===== config.mk =====
export PLATFORM = sky130hd
export DESIGN_NAME = display_scanner
export DESIGN_NICKNAME = d
export VERILOG_FILES = /design/src/rtl/display_scanner.sv
export SDC_FILE = /design/constraint.sdc
export NUM_CORES = 1
export LEC_CHECK = 0
export ABC_CLOCK_PERIOD_IN_PS = 4360
export BUFFER_PORTS_ARGS = -buffer_cell sky130_fd_sc_hd__buf_4
export CORE_AREA = 2 2 77 79
export DETAILED_ROUTE_END_ITERATION = 7
export DIE_AREA = 0 0 79 81
export HOLD_SLACK_MARGIN = 0.1
export PLACE_DENSITY = 0.82
export SYNTH_ARGS = -nofsm -noshare
export SYNTH_HDL_FRONTEND = slang
export SYNTH_SLANG_ARGS = --single-unit

===== constraint.sdc =====
create_clock -name clk -period 4.36 [get_ports clk]
set_input_delay 0 -clock clk [delete_from_list [all_inputs] [get_ports clk]]
set_output_delay 0 -clock clk [all_outputs]
set_load 0.03 [all_outputs]

===== src/rtl/display_scanner.sv =====
// Multiplexed common-anode 7-segment scanner for a parking counter. It alternates
// an "L" (free) page and an "o" (busy) page, and snapshots both counts at each page start.
module display_scanner #(
  parameter int N_DIG        = 4,
  parameter int CNT_W        = 4,
  parameter int SCAN_DIV     = 50000,
  parameter int PAGE_FRAMES  = 500,
  parameter int BLINK_FRAMES = 125
) (
  input  logic             clk,
  input  logic             rst_n,
  input  logic [CNT_W-1:0] free,
  input  logic [CNT_W-1:0] busy,
  output logic [6:0]       seg,
  output logic             dp,
  output logic [N_DIG-1:0] dig
);
  localparam int PW   = $clog2(SCAN_DIV);
  localparam int IW   = $clog2(N_DIG);
  localparam int FW   = (PAGE_FRAMES  > 1) ? $clog2(PAGE_FRAMES)  : 1;
  localparam int BW   = (BLINK_FRAMES > 1) ? $clog2(BLINK_FRAMES) : 1;
  localparam int MAXV = 10**(N_DIG-1) - 1;

  localparam logic [6:0] SEG_BLANK = 7'b1111111;
  localparam logic [6:0] SEG_L     = 7'b1000111;
  localparam logic [6:0] SEG_O     = 7'b0100011;
  localparam logic [6:0] SEG_DASH  = 7'b0111111;

  function automatic logic [6:0] seg7(input logic [3:0] d);
    case (d)
      4'd0:    seg7 = 7'b1000000;
      4'd1:    seg7 = 7'b1111001;
      4'd2:    seg7 = 7'b0100100;
      4'd3:    seg7 = 7'b0110000;
      4'd4:    seg7 = 7'b0011001;
      4'd5:    seg7 = 7'b0010010;
      4'd6:    seg7 = 7'b0000010;
      4'd7:    seg7 = 7'b1111000;
      4'd8:    seg7 = 7'b0000000;
      4'd9:    seg7 = 7'b0010000;
      default: seg7 = SEG_BLANK;
    endcase
  endfunction

  logic [PW-1:0]    presc_q, presc_d;
  logic [IW-1:0]    idx_q, idx_d;
  logic [FW-1:0]    frm_q, frm_d;
  logic [BW-1:0]    bcnt_q, bcnt_d;
  logic             page_q, page_d, blink_q, blink_d, started_q;
  logic [CNT_W-1:0] snap_free_q, snap_free_d, snap_busy_q, snap_busy_d, cur_d;
  logic [6:0]       seg_q, seg_d;
  logic [N_DIG-1:0] dig_q, dig_d;
  logic             tick, frame_end, page_wrap, blink_wrap, snap_ld;
  logic [31:0]      v, pw;

  always_comb begin
    tick       = (presc_q == PW'(SCAN_DIV-1));
    frame_end  = tick && (idx_q == IW'(N_DIG-1));
    page_wrap  = frame_end && (frm_q == FW'(PAGE_FRAMES-1));
    blink_wrap = frame_end && (bcnt_q == BW'(BLINK_FRAMES-1));

    presc_d = tick ? '0 : presc_q + 1'b1;
    idx_d   = idx_q;
    if (tick) idx_d = (idx_q == IW'(N_DIG-1)) ? '0 : idx_q + 1'b1;
    frm_d   = frm_q;
    if (frame_end) frm_d = page_wrap ? '0 : frm_q + 1'b1;
    bcnt_d  = bcnt_q;
    if (frame_end) bcnt_d = blink_wrap ? '0 : bcnt_q + 1'b1;
    page_d  = page_q ^ page_wrap;
    blink_d = blink_q ^ blink_wrap;

    // The first edge out of reset counts as a page start, so a fresh snapshot is taken then.
    snap_ld     = !started_q || page_wrap;
    snap_free_d = snap_ld ? free : snap_free_q;
    snap_busy_d = snap_ld ? busy : snap_busy_q;
    cur_d       = page_d ? snap_busy_d : snap_free_d;

    // Output registers are loaded from next-state values, giving one cycle of latency after the tick.
    seg_d = SEG_BLANK;
    v     = 32'(cur_d);
    pw    = 32'd1;
    for (int k = 0; k < N_DIG-1; k++) begin
      if (idx_d == IW'(N_DIG-1-k)) begin
        if (v > 32'(MAXV))          seg_d = SEG_DASH;
        else if (k == 0 || v >= pw) seg_d = seg7(4'((v / pw) % 32'd10));
      end
      pw = pw * 32'd10;
    end
    if (idx_d == '0) seg_d = page_d ? SEG_O : SEG_L;

    // Anodes are dark for the first cycle of every slot, and dark for whole frames while blinking a zero.
    if ((presc_d == '0) || ((snap_free_d == '0) && blink_d))
      dig_d = '1;
    else
      dig_d = ~({{(N_DIG-1){1'b0}}, 1'b1} << idx_d);
  end

  always_ff @(posedge clk or negedge rst_n) begin
    if (!rst_n) begin
      presc_q     <= '0;
      idx_q       <= '0;
      frm_q       <= '0;
      bcnt_q      <= '0;
      page_q      <= 1'b0;
      blink_q     <= 1'b0;
      started_q   <= 1'b0;
      snap_free_q <= '0;
      snap_busy_q <= '0;
      seg_q       <= SEG_BLANK;
      dig_q       <= '1;
    end else begin
      presc_q     <= presc_d;
      idx_q       <= idx_d;
      frm_q       <= frm_d;
      bcnt_q      <= bcnt_d;
      page_q      <= page_d;
      blink_q     <= blink_d;
      started_q   <= 1'b1;
      snap_free_q <= snap_free_d;
      snap_busy_q <= snap_busy_d;
      seg_q       <= seg_d;
      dig_q       <= dig_d;
    end
  end

  assign seg = seg_q;
  assign dig = dig_q;
  assign dp  = 1'b1;

endmodule


; Yosys cells after proc, flatten, opt, wreduce, memory -nomap -nowiden
; Memory sizes are Yosys's and may differ from the RTL's.
; Index checks and enable logic that the tools add are counted.
[classes]
shift = 1
div = 3
n_bitwise = 3
mux = 14
n_reduce_logical = 10
addsub = 4
mul = 0
n_lt_le_gt_ge = 1
eq_ne = 6
[ops]
columns = op, count
row1 = 7-bit 2-to-1 mux, 6
row2 = "4-bit by 4-bit divider with 32-bit output, second input constant", 1
row3 = "32-bit by 4-bit modulo with 32-bit output, second input constant", 1
row4 = "4-bit by 4-bit modulo with 32-bit output, second input constant", 1
row5 = "16-bit by 1-bit adder with 16-bit output, second input constant", 1
row6 = "16-bit equality test, second input constant", 1
row7 = 16-bit zero test, 1
row8 = 16-bit 2-to-1 mux, 1
row9 = 4-bit 2-to-1 mux, 4
row10 = "9-bit by 1-bit adder with 9-bit output, second input constant", 1
row11 = "9-bit equality test, second input constant", 1
row12 = 9-bit 2-to-1 mux, 1
row13 = "7-bit by 1-bit adder with 7-bit output, second input constant", 1
row14 = "7-bit equality test, second input constant", 1
row15 = "2-bit equality test, second input constant", 3
row16 = "4-bit greater-or-equal comparator, second input constant", 1
row17 = 1-bit logical AND, 4
row18 = 4-bit zero test, 1
row19 = 2-bit 2-to-1 mux, 2
row20 = 4-bit NOT, 1
row21 = "1-bit by 2-bit left shift with 4-bit output, first input constant", 1
row22 = "2-bit by 1-bit adder with 2-bit output, second input constant", 1
row23 = 2-bit zero test, 1
row24 = 1-bit logical OR, 2
row25 = other kinds (2), 3
[word_totals]
ramBits = 0
mem_count = 2
latchBits = 0
out_inout_bits = 12
ff_bits = 56
romBits = 224
[mem_list]
columns = name, depth, word_bits, read_ports, rd_ports_with_merged_regs, wr, line
row1 = (no name shown), 16, 7, 1, 0, 0, 30  ; case (d)
row2 = (no name shown), 16, 7, 1, 0, 0, 30

; Logic depth before layout (Yosys ltp)
; An unclocked memory read counts as a cell.
[logic_depth]
word_depth = 12
mapped_depth = 14
mapped_depth_nobuf = 13

; Least setup slack after synthesis
; OpenSTA, ideal clock, no wires.
[synth_path]
kind = flip-flop to flip-flop
startpoint = reg presc_q[10]
endpoint = reg seg_q[1] (netlist: seg[1])
slack_ns = 1.156
stages_incl_launch_ff = 12
period_less_slack_ns = 3.204
t_arrival_ns = 3.136
required_time_ns = 4.292
path_cell_list = dfrtp_1 > buf_6 > or4b_1 > nor4_1 > a2111oi_0 > nor3_2 > nand2_1 > ha_1 > nand4_1 > or3b_4 > o21a_1 > a21oi_2
[synth_via]
elab_chain_len = 12
word_cells_on_any_way = 22
classes_between = 3 x div / 1 x order compare / 3 x eq/ne / 8 x mux / 1 x bitwise / 4 x reduce/logical / 2 x memory
[synth_lines]
columns = item, line
row1 = start: declaration, 45  ; logic [PW-1:0] presc_q, presc_d;
row2 = start signal: assignment, 112  ; presc_q <= presc_d;
row3 = 16-bit equality test (*), 57  ; tick = (presc_q == PW'(SCAN_DIV-1));
row4 = 1-bit logical AND, 58  ; frame_end = tick && (idx_q == IW'(N_DIG-1));
row5 = 1-bit logical AND, 59  ; page_wrap = frame_end && (frm_q == FW'(PAGE_FRAMES-1));
row6 = 1-bit logical OR, 73  ; snap_ld = !started_q || page_wrap;
row7 = 4-bit 2-to-1 mux (on tied branches), "74, 75"
row8 = 4-bit 2-to-1 mux, 76  ; cur_d = page_d ? snap_busy_d : snap_free_d;
row9 = 4-bit by 4-bit divider with 32-bit output or 4-bit by 4-bit modulo with 32-bit output (tied branches), 85  ; else if (k == 0 || v >= pw) seg_d = seg7(4'((v / pw) % 32'd10));
row10 = 32-bit by 4-bit modulo with 32-bit output or memory 16 x 7 bit (tied branches), n/a
row11 = memory 16 x 7 bit or 7-bit 2-to-1 mux (tied branches), n/a
row12 = 7-bit 2-to-1 mux, 85
row13 = 7-bit 2-to-1 mux, 83  ; if (idx_d == IW'(N_DIG-1-k)) begin
row14 = 7-bit 2-to-1 mux (*), 89  ; if (idx_d == '0) seg_d = page_d ? SEG_O : SEG_L;
row15 = via seg_d[1], 51  ; logic [6:0] seg_q, seg_d;
row16 = end signal: assignment, 121  ; seg_q <= seg_d;
row17 = end: declaration, 51
; Mark *: on every way through the listed nets, which the timed path passes. The rest lies on a longest branch.
; A chain may end at the register's enable or synchronous reset.

; Worst setup path in the final report
; Ends and elaborated chain as after synthesis.

==> summary.md <==
| Metric | Value |
|---|---|
| Status | `finished clean` |
| Synth Area per Inst | `around 9.3 µm²` |
| Fin crit period | `~3.7 ns` |
| First-pass GRT wire length | `around 11000 µm` |
| TritonCTS clock tree | `built` |
| Worst Skew | `around 0.009 ns` |
| Clock transition at the registers of the reported paths | `~0.10 ns` |
| 1st-pass router iterations | `4` |
| P_leak | `1.562 nW` |
| Post-synth top area cell | `dfrtp_1` |
| Antenna violations before repair | `0` |
| Layout cell share with drive strength beyond 1 | `0.1493` |
| Clock Path Buffers | `2` |
| Clock Sink Count | `56` |
| Final Hold Viols | `0` |
| Crit path max-delay family | `simple AND/OR/NAND/NOR gates` |
| Critical-path maximum fanout | `13` |
| Number of diodes | `0` |
| Root Buffer | `clkbuf_8` |
| Total power draw | `roughly 900 µW` |
| Placeable Area | `between 5000 and 6000 µm²` |
| Crit-path cells | `or4bb_1 > nor4_4 > a211oi_1 > o21ai_1 > nand2_1 > ha_1 > nand4_1 > or3b_4 > o21a_1 > a21oi_2` |
| CP peak stage delay | `between 0.6 and 0.7 ns` |
| WL final | `6696 µm` |
| Tot GR Track Use | `0.2246` |
| Yosys Warn Count | `0` |
| Slew @ Worst Pin | `0.6888 ns` |
| Post-cts resize count | `0` |
| Die area | `around 6400 µm²` |
| GRT overflow | `0` |
| Most frequent cell after synthesis | `dfrtp_1` |
| VDD IR-drop max | `between 0.15 and 0.2 mV` |
| Hpwl dp | `between 4000 and 5000 µm` |
| Htree depth | `2` |
| Fmax | `around 270 MHz` |
| CP arrival | `3.92 ns` |
| Fin cells | `450` |
| Worst path bufs/invs | `0` |
| Synth area leaders | `dfrtp_1 (34%), dfstp_2 (8.8%), nand2_1 (4.9%)` |
| Vias post-DR | `roughly 2700` |
| Die width | `between 70 and 80 µm` |
| Mapped Area | `approximately 3300 µm²` |
| DRC Markers | `0` |
| Net switching power figure | `224.8 µW` |
| Top cell type's share of synthesized area | `0.3432` |
| Largest net degree at the start of global routing | `57` |
| Placed insts | `roughly 430` |
| Synth cell count leaders | `dfrtp_1 (45), nand2_1 (43), nor2_1 (34)` |
| Seq/Total Area, Yosys | `0.4314` |
| Nets | `395` |
| Nature of the critical path startpoint | `flip-flop` |
| Post-synthesis async set-or-reset flop share | `1.000` |
| Flop pwr share | `0.578` |
| Fin. max-slew vios | `0` |
| Post-synth EDFFs | `0` |
| Synthesis-to-layout area growth | `10.64%` |
| Gate Count Post-Synth | `about 350` |
| Clock power frac | `0.314` |
| Worst min path class | `in2async` |
| # setup viols final | `0` |
| Placed instance area | `3450 µm²` |
| Ys flop type | `dfrtp_1` |
| RSZ-0062 raised after global routing | `false` |
| TritonCTS Buffers | `5` |
| Clk_lat worst skew | `roughly 0.31 ns` |
| GPL Wtd Cong | `between 0.9 and 1` |
| Row count | `28` |
| Crit path capture type | `flip-flop` |
| Critical path required time | `4.61 ns` |
| Power Density | `253.9 nW/µm²` |
| Io pins | `22` |
| Critical Path Slowest Stage Cell | `or4bb_1` |
| Port Buffers | `20` |
| Die Y | `a little over 80 µm` |
| Initial Utilization | `0.5780` |
| WL per Instance | `between 10 and 15 µm` |
| Finished Cell Area | `between 3000 and 4000 µm²` |
| Setup bufs post-CTS | `0` |
| Yosys cell types | `between 50 and 60` |
| Via density per instance | `between 5 and 6` |
| Setup TNS | `0 ns` |
| Internal power | `between 600 and 700 µW` |
| Critical path type | `reg2reg` |
| Synth Register Bits | `56` |
| Initial detailed-routing violation count | `223` |
| Switching Fraction | `0.2439` |
| Vias in the first global route | `~2500` |
| Logic pwr share | `0.108` |
| Antenna-violating nets left | `0` |
| Rel. slew slack | `0.5408` |
| Period utilization | `0.8431` |
| Max Cap Violations | `0` |
==> final timing paths <==
check	from	end	slack [ns]	depth (start not counted)
max in group asynchronous	rst_n	page_q$_DFF_PN0_	3.62	2
min in group clk	blink_q$_DFF_PN0_	blink_q$_DFF_PN0_	0.47	1
worst min-delay path	rst_n	bcnt_q[4]$_DFFE_PN0P_	0.28	2
worst max-delay path	presc_q[10]$_DFF_PN0_	seg[1]$_DFF_PN1_	0.68	10
worst min register to register	blink_q$_DFF_PN0_	blink_q$_DFF_PN0_	0.47	1
worst max register to register	presc_q[10]$_DFF_PN0_	seg[1]$_DFF_PN1_	0.68	10
==> what timing repair did <==
item,in CTS,in global routing
setup endpoints to repair,0,0
hold endpoints to repair,53,0
hold buffers,9,0
==> state kept, by name, summed over array words and instances (netlist names) <==
register     count
snap_busy_q      4
dig              4
frm_q            9
idx_q            2
bcnt_q           7
blink_q          1
presc_q         16
seg              7
page_q           1
snap_free_q      4
started_q        1
==> layout by cell type, fill, tap and decap left out, types with 3 or more instances in the layout <==
master,instances
buf_4,21
or4_1,3
o21ai_0,15
clkbuf_8,6
dfrtp_1,45
inv_1,16
xor2_1,9
mux2_2,8
or3_1,4
and3_1,3
nand3_1,12
dlygate4sd3_1,9
mux2i_1,7
dfstp_2,11
nor3_1,13
nand4_1,14
nor4_1,5
ha_1,11
a21oi_1,16
xnor2_1,11
nand2_1,43
o211ai_1,5
nor2_1,34
a31oi_1,4
==> per-layer routing <==
metal,GRT usage,up-vias,share of wire
met2,0.3814,54,0.50
li1,-,1309,-
met5,0,-,0
met1,0.2943,1282,0.45
met3,0.03444,10,0.030
met4,0.08103,0,0.017
==> through the flow <==
| step | worst slack, ns | hold slack [ns] | util |
|---|---|---|---|
| finish | 0.6840 | 0.2773 | 0.6396 |
| floorplan | 1.156 | -0.2956 | - |
| detailed placement | 0.7624 | 0.09309 | 0.6078 |
| global placement | 0.8558 | 0.08673 | 0.6078 |
| global route | 0.3658 | 0.3437 | 0.6396 |
| CTS | 0.7406 | 0.3136 | 0.6396 |
==> power by group through the flow <==
stage / registers, mW / clock network [mW] / logic [mW]
after floorplan: 0.540 / 0 / 0.0640
final: 0.533 / 0.289 / 0.0994
after CTS: 0.533 / 0.296 / 0.0987
after global routing: 0.535 / 0.318 / 0.110
after detailed placement: 0.543 / 0 / 0.0917
after global placement: 0.543 / 0 / 0.0886
==> cells by family (layout without fill, tap and decap cells) <==
group | Yosys count | after routing | share of synthesized area
XOR/XNOR | 20 | 20 | 0.05339
AO/OA/AOI/OAI | 64 | 64 | 0.1262
AND/OR/NAND/NOR | 153 | 153 | 0.2525
other | 1 | 2 | 0.001143
multiplexers | 15 | 15 | 0.04882
buffers and inverters | 32 | 54 | 0.04462
flip-flops | 56 | 56 | 0.4314
adder cells (fa/ha/maj) | 11 | 11 | 0.04195
==> area by class of cell <==
class	instances	area [µm²]
Clock buffer	8	90.09
Fill cell	472	2046
Multi-Input combinational cell	265	1723
Timing Repair Buffer	30	247.7
Sequential cell	56	1415
Inverter	16	60.06
Tap cell	75	93.84
No activity file was read; power rests on OpenSTA's default activity.
